$ cat config.mk
export PLATFORM = sky130hd
export DESIGN_NAME = apb_completer_regs
export DESIGN_NICKNAME = d
export VERILOG_FILES = /design/src/rtl/apb_pkg.sv /design/src/rtl/apb_regfile.sv /design/src/rtl/apb_completer_regs.sv
export SDC_FILE = /design/constraint.sdc
export NUM_CORES = 1
export LEC_CHECK = 0
export CAP_MARGIN = 20
export CORE_MARGIN = 2
export CORE_UTILIZATION = 45
export CTS_CLUSTER_SIZE = 30
export DETAILED_ROUTE_END_ITERATION = 6
export GPL_TIMING_DRIVEN = 1
export PLACE_DENSITY_LB_ADDON = 0.08
export SLEW_MARGIN = 40
export SYNTH_ARGS = -nofsm -noshare
export SYNTH_HDL_FRONTEND = slang
export SYNTH_SLANG_ARGS = --single-unit
$ cat constraint.sdc
create_clock -name PCLK -period 2.2 [get_ports PCLK]
set_input_delay 0.22 -clock PCLK [delete_from_list [all_inputs] [get_ports PCLK]]
set_output_delay 0.22 -clock PCLK [all_outputs]
set_load 0.1 [all_outputs]
$ cat src/rtl/apb_pkg.sv
// rtl/apb_pkg.sv - shared types and constants for the APB completer register block
package apb_pkg;

  typedef enum logic [1:0] {
    ST_IDLE  = 2'd0,
    ST_WAIT  = 2'd1,
    ST_READY = 2'd2
  } apb_state_e;

  localparam int          NUM_REGS   = 8;
  localparam logic [4:0]  OFF_REG6   = 5'h18;
  localparam logic [4:0]  OFF_ID     = 5'h1C;
  localparam logic [31:0] ID_DEFAULT = 32'hA9B0_0001;

endpackage

$ cat src/rtl/apb_regfile.sv
// rtl/apb_regfile.sv - REG0..REG6 storage with byte-lane strobed writes
module apb_regfile
  import apb_pkg::*;
(
  input  logic        clk,
  input  logic        rst_n,
  input  logic        we_i,
  input  logic [2:0]  idx_i,
  input  logic [31:0] wdata_i,
  input  logic [3:0]  strb_i,
  output logic [31:0] rdata_o,
  output logic [31:0] reg0_o
);

  logic [31:0] regs_q [NUM_REGS-1];
  logic [31:0] regs_d [NUM_REGS-1];

  always_comb begin
    regs_d  = regs_q;
    rdata_o = '0;
    for (int i = 0; i < NUM_REGS - 1; i++) begin
      if (idx_i == 3'(i)) begin
        rdata_o = regs_q[i];
        if (we_i) begin
          for (int b = 0; b < 4; b++) begin
            if (strb_i[b]) regs_d[i][8*b +: 8] = wdata_i[8*b +: 8];
          end
        end
      end
    end
  end

  always_ff @(posedge clk or negedge rst_n) begin
    if (!rst_n) begin
      regs_q <= '{default: '0};
    end else begin
      regs_q <= regs_d;
    end
  end

  assign reg0_o = regs_q[0];

endmodule

$ cat src/rtl/apb_completer_regs.sv
// rtl/apb_completer_regs.sv - APB completer: wait-state FSM, decode and error checks
module apb_completer_regs
  import apb_pkg::*;
#(
  parameter int          WAIT_CYCLES = 1,
  parameter logic [31:0] ID_VALUE    = ID_DEFAULT
) (
  input  logic        PCLK,
  input  logic        PRESETn,
  input  logic        PSELx,
  input  logic        PENABLE,
  input  logic        PWRITE,
  input  logic [31:0] PADDR,
  input  logic [31:0] PWDATA,
  input  logic [3:0]  PSTRB,
  input  logic [2:0]  PPROT,
  output logic        PREADY,
  output logic [31:0] PRDATA,
  output logic        PSLVERR,
  output logic [31:0] ctrl_o
);

  localparam logic [3:0] WAIT_LOAD = (WAIT_CYCLES > 0) ? 4'(WAIT_CYCLES - 1) : 4'd0;
  localparam bit         ZERO_WAIT = (WAIT_CYCLES == 0);

  apb_state_e  state_q, state_d;
  logic [3:0]  cnt_q, cnt_d;
  logic        pready_q, pready_d;
  logic        pslverr_q, pslverr_d;
  logic [31:0] prdata_q, prdata_d;

  logic        xfer_err;
  logic        enter_ready;
  logic        rf_we;
  logic [31:0] rf_rdata;
  logic [31:0] rd_value;
  logic        unused_prot;

  assign unused_prot = ^PPROT[2:1];

  always_comb begin
    xfer_err = (|PADDR[31:5]) | (|PADDR[1:0])
             | (PWRITE & (PADDR[4:0] == OFF_ID))
             | (PWRITE & (PADDR[4:0] == OFF_REG6) & ~PPROT[0]);
    rd_value = (PADDR[4:0] == OFF_ID) ? ID_VALUE : rf_rdata;
  end

  always_comb begin
    state_d     = state_q;
    cnt_d       = cnt_q;
    pready_d    = 1'b0;
    pslverr_d   = 1'b0;
    prdata_d    = '0;
    enter_ready = 1'b0;
    case (state_q)
      ST_IDLE: begin
        if (PSELx && !PENABLE) begin
          if (ZERO_WAIT) begin
            enter_ready = 1'b1;
          end else begin
            state_d = ST_WAIT;
            cnt_d   = WAIT_LOAD;
          end
        end
      end
      ST_WAIT: begin
        if (!PSELx) begin
          state_d = ST_IDLE;
          cnt_d   = '0;
        end else if (PENABLE) begin
          if (cnt_q == 4'd0) enter_ready = 1'b1;
          else               cnt_d = cnt_q - 4'd1;
        end
      end
      ST_READY: state_d = ST_IDLE;
      default:  state_d = ST_IDLE;
    endcase
    // Response is captured on entry so PREADY/PSLVERR/PRDATA are all flop outputs
    if (enter_ready) begin
      state_d   = ST_READY;
      cnt_d     = '0;
      pready_d  = 1'b1;
      pslverr_d = xfer_err;
      prdata_d  = (!PWRITE && !xfer_err) ? rd_value : '0;
    end
  end

  assign rf_we = (state_q == ST_READY) && PSELx && PWRITE && !pslverr_q;

  always_ff @(posedge PCLK or negedge PRESETn) begin
    if (!PRESETn) begin
      state_q   <= ST_IDLE;
      cnt_q     <= '0;
      pready_q  <= 1'b0;
      pslverr_q <= 1'b0;
      prdata_q  <= '0;
    end else begin
      state_q   <= state_d;
      cnt_q     <= cnt_d;
      pready_q  <= pready_d;
      pslverr_q <= pslverr_d;
      prdata_q  <= prdata_d;
    end
  end

  apb_regfile u_regfile (
    .clk     (PCLK),
    .rst_n   (PRESETn),
    .we_i    (rf_we),
    .idx_i   (PADDR[4:2]),
    .wdata_i (PWDATA),
    .strb_i  (PSTRB),
    .rdata_o (rf_rdata),
    .reg0_o  (ctrl_o)
  );

  assign PREADY  = pready_q;
  assign PSLVERR = pslverr_q;
  assign PRDATA  = prdata_q;

endmodule

==> results.sh <==
export IMPL_rsz0062_at_grt="false"
export IMPL_ys_dominant_reg_cell="dfrtp_1"
export IMPL_max_freq_mhz=502
export IMPL_port_buffers=139
export IMPL_synth_seq_cells=264
export IMPL_rows=60
export IMPL_synthAdderAreaFrac_pct=0.103
export IMPL_period_minus_slack_ps=1990
export IMPL_total_power_w=0.0104
export IMPL_synth_xor_area_share_pct=0.144
export IMPL_start_util_pct=45.4
export IMPL_die_h_um=168
export IMPL_grt_total_usage_pct=20.8
export IMPL_start_kind="flip-flop"
export IMPL_relSlewSlack_pct=62.4
export IMPL_worst_r2r_path_depth=7
export IMPL_place_congestion=0.736
export IMPL_timing_hold_ws_ps=225
export IMPL_cap_violations=0
export IMPL_ys_warnings_count=0
export IMPL_grt_pass1_wl_um=46300
export IMPL_slowest_stage="a2111oi_0"
export IMPL_wirelength_um=28900
export IMPL_clock_sinks=264
export IMPL_syn2layout_area_growth_pct=24.5
export IMPL_synth_area_per_cell_um2=13.6
export IMPL_fillers=2245
export IMPL_synth_top_family_by_area="multiplexers"
export IMPL_cp_arrival_ps=2360
export IMPL_syn_area_um2=12100
export IMPL_slowest_delay_ps=420
export IMPL_rrSetupSlack_ps=210
export IMPL_insertion_delay_ps=530
export IMPL_yosysUniqueCellTypes=51
export IMPL_hold_viol_final=0
export IMPL_hp_class="input pin to asynchronous set/reset pin"
export IMPL_final_nets=1129
export IMPL_clk_pin_slew_ps=60
export IMPL_drive_gt1_share_pct=42.5
export IMPL_synth_compound_area_share_pct=6.26
export IMPL_grt_pass1_vias=8003
export IMPL_synthesis_nets=969
export IMPL_drc=0
export IMPL_timing_final_crit_share_pct=90.5
export IMPL_end_kind="flip-flop"
export IMPL_drv_slew=0
export IMPL_instances_no_fill=1412
export IMPL_grt_max_degree=71
export IMPL_syn_inst=892
export IMPL_die_w_um=168
export IMPL_antenna_found_initial=0
export IMPL_irDropWorstVdd_mv=0.496
export IMPL_numCtsBuffers=28
export IMPL_viasPerCell=5.53
export IMPL_critPathKind="flip-flop to flip-flop"
export IMPL_ys_seq_area_share_pct=54.4
export IMPL_r2r_start="cnt_q[0]"
export IMPL_cts_resized_gates=0
export IMPL_layout_common_cells="264 x dfrtp_1, 222 x mux2_2, 102 x buf_4"
export IMPL_clockBufferDepth=3
export IMPL_crit_required_ps=2570
export IMPL_core_um2=26700
export IMPL_p_per_area_nw_per_um2=690
export IMPL_antennaDiodeCount=0
export IMPL_cts_tree="built"
export IMPL_path_max_fanout=26
export IMPL_synth_edff_count=0
export IMPL_ant_nets=0
export IMPL_hpwl_um=18700
export IMPL_finalSetupViolations=0
export IMPL_cts_htree_levels=1
export IMPL_drt_initial_drc_count=445
export IMPL_synthMuxAreaShare_pct=26.7
export IMPL_dieArea_um2=28300
export IMPL_final_common_cell="dfrtp_1"
export IMPL_pin_count=142
export IMPL_synth_simple_area_share_pct=7.98
export IMPL_cellLeakagePower_nw=7.11
export IMPL_grt_overflow_total=0
export IMPL_outcome="finished, final reports clean"
export IMPL_worstMarginPinSlew_ps=561
export IMPL_dp_cells=1362
export IMPL_finalClockSkew_ps=9.59
export IMPL_first_pass_iters=4
export IMPL_vias=7805
export IMPL_routedWlPerCell_um=20.5
export IMPL_clock_root_buffer="clkbuf_16"
export IMPL_r2r_end="PRDATA[19]"
export IMPL_cp_cell_sequence="inv_1, ha_1, nand4bb_1, nor2_2, nand4b_1, buf_12, a2111oi_0"
export IMPL_synthArstFlopShare_pct=100
==> power by group <==
part / internal [W] / switching [W]
combinational: 0.000378 / 0.000552
clock: 0.00260 / 0.00186
sequential: 0.00497 / 0.0000643
==> registers in the layout, indices dropped and copies added, names as in the netlist <==
name	cells
PREADY	1
state_q	2
u_regfile.regs_q	192
PRDATA	32
PSLVERR	1
cnt_q	4
u_regfile.reg0_o	32
==> layer usage <==
layer	routed length (µm)	part of all wire, %	track usage, %
met5	0	0	0
met4	394	1.4	3.64
met3	1350	4.7	2.99
met2	13400	46	33.4
met1	13800	48	30.8
==> cell usage after synthesis (8+ instances only) <==
cell | count | area, µm²
mux2i_1 | 23 | 230
a32o_1 | 8 | 80.1
clkbuf_1 | 17 | 63.8
nor4_1 | 8 | 50.1
inv_1 | 13 | 48.8
buf_4 | 45 | 338
dfrtp_1 | 264 | 6610
a21oi_1 | 33 | 165
mux2_2 | 222 | 2500
nand2b_1 | 12 | 75.1
nor2_2 | 17 | 106
a2111oi_1 | 11 | 110
nor2_1 | 54 | 203
a41o_1 | 8 | 80.1
nor3_4 | 8 | 130
a32oi_1 | 9 | 78.8
buf_2 | 12 | 60.1
nand2_1 | 15 | 56.3
mux4_2 | 22 | 495
o21ai_0 | 15 | 75.1
nor2b_1 | 12 | 75.1
a2111oi_0 | 12 | 105
nand4_1 | 9 | 56.3
==> cell type report <==
cell class                 count  area [µm²]  area share, %
sequential                   264        6610           43.7
multi-input combinational    538        5020           33.2
timing repair buffer         207        2150           14.2
clock buffer                  44         842           5.57
tap                          341         427           2.82
inverter                      13        48.8          0.323
clock inverter                 5        25.0          0.166
==> worst max-delay path, delay by kind of cell (launching register included) <==
family	cells	cell delay [ps]
AOI/OAI and AO/OA	1	420
adders and majority gates	1	200
buffers and inverters	2	280
DFF	1	400
and+or+nand+nor	3	500
==> worst max-delay path by stage <==
stage | start | end | slack, ps
after floorplan | PSLVERR | u_regfile.regs_q[160] | 230
after global placement | PADDR[7] | PRDATA[19] | -50
after detailed placement | PADDR[6] | PRDATA[19] | -60
after CTS | cnt_q[0] | PRDATA[19] | 160
after global routing | cnt_q[0] | PRDATA[17] | 0.5
final | cnt_q[0] | PRDATA[19] | 210
==> kinds of logic after synthesis <==
logic type	after synthesis
AO/OA/AOI/OAI	104
XOR/XNOR	2
adder cells (fa/ha/maj)	1
buffers and inverters	90
flip-flops	264
multiplexers	269
AND/OR/NAND/NOR	162
==> what timing repair did <==
action / CTS / global route
hold buffers: 1 / 0
buffers inserted: 0 / 0
hold endpoints to repair: 54 / 0
==> per-stage QoR <==
stage          util (%)  setup TNS [ps]  setup slack, ps  area [µm²]
6_report           56.6               0              209       15100
5_1_grt            56.6               0            0.523       15100
2_1_floorplan         -               0              226       12100
3_5_place_dp       53.3           -59.4            -59.4       14200
4_1_cts            56.6               0              159       15100
3_3_place_gp       53.3           -54.7            -54.7       14200
Power figures use the tool's default switching activity.
